<file path="src/rtl/music_pkg.sv">
// music_pkg: note half-periods, track table and amplitude table for music_player
package music_pkg;
  localparam logic [19:0] REST = 20'd0;
  localparam logic [19:0] C4 = 20'd191113;
  localparam logic [19:0] D4 = 20'd170262;
  localparam logic [19:0] E4 = 20'd151686;
  localparam logic [19:0] F4 = 20'd143173;
  localparam logic [19:0] G4 = 20'd127552;
  localparam logic [19:0] A4 = 20'd113636;
  localparam logic [19:0] B4 = 20'd101239;
  localparam logic [19:0] C5 = 20'd95557;
  localparam logic [19:0] TUNES [4][8] = '{
    '{C4, E4, G4, C5, G4, E4, C4, REST},
    '{A4, C5, B4, A4, F4, A4, REST, A4},
    '{E4, D4, C4, D4, E4, E4, E4, REST},
    '{G4, G4, A4, G4, C5, B4, REST, REST}
  };
  // Each track is an 8-note phrase; the second half of the song plays it an octave up.
  // The test table gives short half-periods so a bench can watch whole cycles quickly.
  function automatic logic [19:0] track_note(input logic [1:0] track, input logic [5:0] idx, input logic test);
    return test ? (idx == 6'd0 ? 20'd5 : idx == 6'd1 ? REST : {17'd0, 3'd4 + {1'b0, track}})
         : idx[5] ? TUNES[track][idx[2:0]] >> 1 : TUNES[track][idx[2:0]];
  endfunction
  function automatic logic [15:0] amplitude(input logic [2:0] level);
    return level == 3'd1 ? 16'h0400 : level == 3'd2 ? 16'h0800 : level == 3'd3 ? 16'h1000
         : level == 3'd4 ? 16'h2000 : level == 3'd5 ? 16'h4000 : 16'h0000;
  endfunction
endpackage

</file>
<file path="src/rtl/music_player_if.sv">
// music_player_if: control inputs and audio/status outputs of music_player
interface music_player_if;
  logic [3:0] state;
  logic vol_up;
  logic vol_down;
  logic mute;
  logic signed [15:0] audio_in_left;
  logic signed [15:0] audio_in_right;
  logic [2:0] volume;
  logic [5:0] note_idx;
  modport master(output state, vol_up, vol_down, mute,
                 input audio_in_left, audio_in_right, volume, note_idx);
  modport slave(input state, vol_up, vol_down, mute,
                output audio_in_left, audio_in_right, volume, note_idx);
endinterface

</file>
<file path="src/rtl/note_gen.sv">
// note_gen: square-wave phase generator for a half-period given in clock cycles
module note_gen
  import music_pkg::*;
(
  input  logic        clk,
  input  logic        rst,
  input  logic [19:0] half_period,
  output logic        phase
);
  logic [19:0] cnt;
  logic [19:0] prev;
  // Restart on reset, on a new note or during a rest; otherwise flip phase every half_period cycles
  always_ff @(posedge clk) begin
    prev <= half_period;
    if (rst || half_period != prev || half_period == REST) begin
      cnt   <= '0;
      phase <= 1'b0;
    end else if (cnt == half_period - 20'd1) begin
      cnt   <= '0;
      phase <= ~phase;
    end else
      cnt <= cnt + 20'd1;
  end
endmodule

</file>
<file path="src/rtl/music_player.sv">
// music_player: beat-stepped track playback with volume, mute and registered stereo samples
module music_player
  import music_pkg::*;
#(
  parameter int CLK_HZ      = 100_000_000,
  parameter int BEAT_HZ     = 8,
  parameter int SONG_LEN    = 64,
  parameter int VOL_DEFAULT = 3,
  parameter int VOL_MAX     = 5,
  parameter bit TEST_ROM    = 1'b0
) (
  input logic clk,
  input logic rst,
  music_player_if.slave io
);
  localparam int BEAT_N = CLK_HZ / BEAT_HZ;
  localparam int BW = $clog2(BEAT_N);
  logic [BW-1:0] beat;
  logic [1:0] trk_q;
  logic [5:0] idx;
  logic [2:0] vol;
  logic [15:0] audio;
  logic [19:0] half;
  logic phase, trk_chg, tick, unused;
  assign trk_chg = io.state[1:0] != trk_q;
  assign tick = beat == BW'(BEAT_N - 1);
  assign half = track_note(io.state[1:0], idx, TEST_ROM);
  assign unused = ^io.state[3:2];
  // A track switch restarts the square wave together with the song position
  note_gen u_gen (.clk(clk), .rst(rst || trk_chg), .half_period(half), .phase(phase));
  // Beat divider and note position; a track switch wins over a coincident tick
  always_ff @(posedge clk) begin
    trk_q <= io.state[1:0];
    if (rst) begin
      beat <= '0;
      idx  <= '0;
    end else begin
      beat <= (trk_chg || tick) ? '0 : beat + BW'(1);
      idx  <= trk_chg ? '0 : tick ? (idx == 6'(SONG_LEN - 1) ? '0 : idx + 6'd1) : idx;
    end
  end
  // Saturating volume level and the registered output sample
  always_ff @(posedge clk) begin
    if (rst) begin
      vol   <= 3'(VOL_DEFAULT);
      audio <= '0;
    end else begin
      audio <= (io.mute || half == REST) ? '0 : phase ? amplitude(vol) : -amplitude(vol);
      if (io.vol_up && !io.vol_down && vol != 3'(VOL_MAX)) vol <= vol + 3'd1;
      else if (io.vol_down && !io.vol_up && vol != 3'd1) vol <= vol - 3'd1;
    end
  end
  assign io.audio_in_left = audio;
  assign io.audio_in_right = audio;
  assign io.volume = vol;
  assign io.note_idx = idx;
endmodule

</file>
<file path="src/flat_wrapper.sv">
// flat-port wrapper written by rule: the top's interface ports become plain ports
module music_player_flat import music_pkg::*;
#(
  parameter int CLK_HZ      = 100_000_000,
  parameter int BEAT_HZ     = 8,
  parameter int SONG_LEN    = 64,
  parameter int VOL_DEFAULT = 3,
  parameter int VOL_MAX     = 5,
  parameter bit TEST_ROM    = 1'b0
)
  (clk, rst, io_state, io_vol_up, io_vol_down, io_mute, io_audio_in_left, io_audio_in_right, io_volume, io_note_idx);
  music_player_if io_i ();
  input logic clk;
  input logic rst;
  input wire logic [$bits(io_i.state)-1:0] io_state;
  input wire logic [$bits(io_i.vol_up)-1:0] io_vol_up;
  input wire logic [$bits(io_i.vol_down)-1:0] io_vol_down;
  input wire logic [$bits(io_i.mute)-1:0] io_mute;
  output wire logic [$bits(io_i.audio_in_left)-1:0] io_audio_in_left;
  output wire logic [$bits(io_i.audio_in_right)-1:0] io_audio_in_right;
  output wire logic [$bits(io_i.volume)-1:0] io_volume;
  output wire logic [$bits(io_i.note_idx)-1:0] io_note_idx;
  assign io_i.state = io_state;
  assign io_i.vol_up = io_vol_up;
  assign io_i.vol_down = io_vol_down;
  assign io_i.mute = io_mute;
  assign io_audio_in_left = io_i.audio_in_left;
  assign io_audio_in_right = io_i.audio_in_right;
  assign io_volume = io_i.volume;
  assign io_note_idx = io_i.note_idx;
  music_player #(.CLK_HZ(CLK_HZ), .BEAT_HZ(BEAT_HZ), .SONG_LEN(SONG_LEN), .VOL_DEFAULT(VOL_DEFAULT), .VOL_MAX(VOL_MAX), .TEST_ROM(TEST_ROM)) u_core (.clk(clk), .rst(rst), .io(io_i));
endmodule
</file>
<file path="config.mk">
export PLATFORM = sky130hd
export DESIGN_NAME = music_player_flat
export DESIGN_NICKNAME = d
export VERILOG_FILES = /design/src/rtl/music_pkg.sv /design/src/rtl/music_player_if.sv /design/src/rtl/note_gen.sv /design/src/rtl/music_player.sv /design/src/flat_wrapper.sv
export SDC_FILE = /design/constraint.sdc
export NUM_CORES = 1
export LEC_CHECK = 0
export CORE_MARGIN = 4
export CORE_UTILIZATION = 55
export CTS_CLUSTER_SIZE = 20
export DETAILED_ROUTE_END_ITERATION = 12
export PLACE_DENSITY = 0.81
export SLEW_MARGIN = 10
export SYNTH_ARGS = -nofsm -noshare
export SYNTH_HDL_FRONTEND = slang
export SYNTH_SLANG_ARGS = --single-unit
</file>
<file path="constraint.sdc">
create_clock -name clk -period 6.6 [get_ports clk]
set_input_delay 1.32 -clock clk [delete_from_list [all_inputs] [get_ports clk]]
set_output_delay 1.32 -clock clk [all_outputs]
set_load 0.01 [all_outputs]
</file>
==> results_dict.tcl <==
set metrics [dict create \
    ff2ff_setup_slack_ns 1.57 \
    wl_um 13500 \
    worstPathArrival_ns 6.15 \
    yosysMostFrequentCell "dfxtp_1" \
    synth.distinct_cells 87 \
    syn_area_mm2 0.00583 \
    r2r-start "u_core.io.note_idx[1]" \
    finalSetupViolations 0 \
    post-route-period-util 0.896 \
    synth_mux_area_frac 0.0502 \
    whs_ns 0.466 \
    grt_first_pass_wirelength_um 22700 \
    synth_top_family_by_area "simple AND/OR/NAND/NOR gates" \
    detail_route.vias_per_cell 5.96 \
    cts_hold_repair.buffers 0 \
    fmax_mhz 169 \
    fillers 928 \
    ys.flop_type "dfxtp_1" \
    ys_seq_elements 80 \
    clockBufferDepth 2 \
    seq_area_mm2 0.00160 \
    hold_start "u_core.beat[0]" \
    core_area_mm2 0.0103 \
    min_delay_path_depth 1 \
    wl_per_cell_um 15.8 \
    rows 37 \
    die_y_um 111 \
    port_buffers 27 \
    start_util 0.565 \
    grt_max_degree 58 \
    place.gp.congestion 0.987 \
    drtIter0Drc 496 \
    antenna_found_initial 0 \
    cts_buffers 9 \
    clkSinkCount 80 \
    final-hold-violation-count 0 \
    synth_compound_gate_area_share 0.178 \
    clk_latency_ns 0.37 \
    gr-total-overflow 0 \
    nNetsFinal 744 \
    yosysWarnings 0 \
    period_minus_slack_ns 5.91 \
    power_leakage_nw 2.19 \
    cap_violations 0 \
    finalSetupTns_ns 0 \
    num_vias 5105 \
    critPathMaxFanout 24 \
    drv_slew 0 \
    die_area_mm2 0.0123 \
    grt_setup_unrepaired "false" \
    grt_usage 0.220 \
    powerDensity_mw_per_mm2 168 \
    cts_max_level 3 \
    io_pins 50 \
    drive_above_1_share 0.0749 \
    cts_tree "done" \
    synthToLayoutAreaGrowth_pct 6.25 \
    post-route-util 0.600 \
    synthTopCellsByArea "dfxtp_1 27%, xnor2_1 6.8%, xor2_1 4.8%" \
    synth_edf_count 0 \
    drc 0 \
    seq_area_frac_synth 0.275 \
    worstPathRequired_ns 6.84 \
    synth_xor_area_frac 0.116 \
    syn_inst 713 \
    grt_pass1_vias 4873 \
    cts_root_buf "clkbuf_8" \
    ant_nets 0 \
    worstMarginPinSlew_ns 0.998 \
    first_pass_iters 6 \
    postCtsSetupBuffers 0 \
    ys_async_sr_fraction 0 \
    worst_setup_path_start_kind "primary input" \
    finClkSkew_ns 0.0116 \
    synth_top_area_cell "dfxtp_1" \
    end_kind "flop" \
    peakVddDrop_uv 135 \
    slew_headroom 0.335 \
    critPathKind "primary input to flop" \
    hold_class "flop to flop" \
    dpl.hpwl_um 9990 \
    synth_top_area_share 0.275 \
    cts_resized 0 \
    synthAdderAreaFrac 0.0408 \
    reg2reg_to "u_core.u_gen.cnt[8]" \
    synth_commonest_cells "80 x dfxtp_1, 74 x nor2_1, 45 x xnor2_1" \
    avgSynthCellArea_um2 8.18 \
    synth-simple-area-share 0.250 \
    antenna_cells 0 \
    fp.dieW_um 111 \
    cts.clk_slew.worst_paths_ns 0.09 \
    multi_input_area_mm2 0.00377 \
    min_to "u_core.beat[0]" \
    status "completed" \
    r2r_cells 13 \
]
[per-stage QoR]
stage / instance area [um2] / setup WS (ns) / std cells / power [mW]
floorplan: 5900 / 1.08 / 732 / 0.655
global placement: 6010 / 0.570 / 841 / 0.692
detailed placement: 6010 / 0.462 / 841 / 0.700
CTS: 6190 / 0.860 / 857 / 1.05
global route: 6190 / 0.446 / 857 / 1.09
finish: 6190 / 0.687 / 857 / 1.04
[power by group]
| part | internal, mW | leakage, nW | switching (mW) |
|---|---|---|---|
| sequential | 0.496 | 0.652 | 0.0104 |
| combinational | 0.0801 | 1.44 | 0.104 |
| clock | 0.152 | 0.0952 | 0.195 |
| total | 0.728 | 2.19 | 0.310 |
[worst max-delay path: stages]
cell	delay [ns]
clkdlybuf4s50_1	0.48
buf_4	0.27
ha_1	0.43
mux2i_1	0.14
a211o_1	0.34
a32oi_1	0.41
ha_1	0.30
and3_1	0.22
or4b_4	0.51
or4_4	0.55
a211oi_2	0.32
nand3_1	0.13
nor3_1	0.20
a21bo_2	0.42
nor2_1	0.09
[kinds of logic (layout without fill, tap and decap cells)]
family	Yosys count	in the layout
AOI/OAI and AO/OA	140	140
adders and majority gates	19	19
muxes	24	24
other	1	20
xor gates and xnor gates	77	77
buffers and inverters	96	85
DFF	80	80
and+or+nand+nor	276	276
[metal layers]
metal,vias to the layer above,track usage,wire [um]
met3,39,0.0442,792
met2,182,0.364,6460
met4,0,0.102,425
met5,-,0,0
li1,2499,-,-
met1,2385,0.274,5820
[cell usage in the layout, fill, tap and decap left out, types with 4 or more instances in the layout]
cell and instances:
nand3_1 29, a21oi_1 20, a21o_1 4, nand2b_1 16
o21ai_0 24, a211oi_1 7, conb_1 20, a31oi_1 6
nor2_1 74, mux4_2 4, and2_1 7, nor4b_1 4
o21a_1 5, and3_1 15, nor2b_1 13, mux2i_1 18
a211o_1 7, clkdlybuf4s50_1 27, inv_1 32, nand2_1 43
ha_1 19, xnor2_1 45, nand4_1 11, nor3_1 18
or3_1 13, nor4_1 5, clkbuf_8 10, buf_4 8
o211ai_1 10, and4_1 5, dfxtp_1 79, xor2_1 32
or2_2 5
[state kept, by name (all words and copies together) (netlist names)]
register	flops
u_core.u_gen.cnt	20
u_core.io.volume	3
u_core.trk_q	2
u_core.io.note_idx	6
u_core.beat	24
u_core.u_gen.phase	1
u_core.u_gen.prev	18
u_core.io.audio_in_left	6
[final cells by class]
class / count / area share
Clock inverter: 6 / 0.00808
Sequential cell: 80 / 0.259
Timing Repair Buffer: 35 / 0.0533
Tap cell: 136 / 0.0275
Multi-Input combinational cell: 556 / 0.609
Clock buffer: 10 / 0.0222
Inverter: 34 / 0.0206
[worst max-delay path by stage]
stage / from / endpoint / slack (ns) / depth (start not counted)
6_report: io_state[0] / u_core.u_gen.cnt[8] / 0.69 / 15
5_1_grt: io_state[0] / u_core.u_gen.cnt[13] / 0.45 / 16
4_1_cts: io_state[0] / u_core.u_gen.cnt[17] / 0.86 / 15
3_5_place_dp: io_state[0] / u_core.u_gen.cnt[3] / 0.46 / 15
3_3_place_gp: io_state[0] / u_core.u_gen.cnt[4] / 0.57 / 15
2_1_floorplan: io_state[0] / u_core.u_gen.phase / 1.08 / 17
No activity file was read; power rests on OpenSTA's default activity.
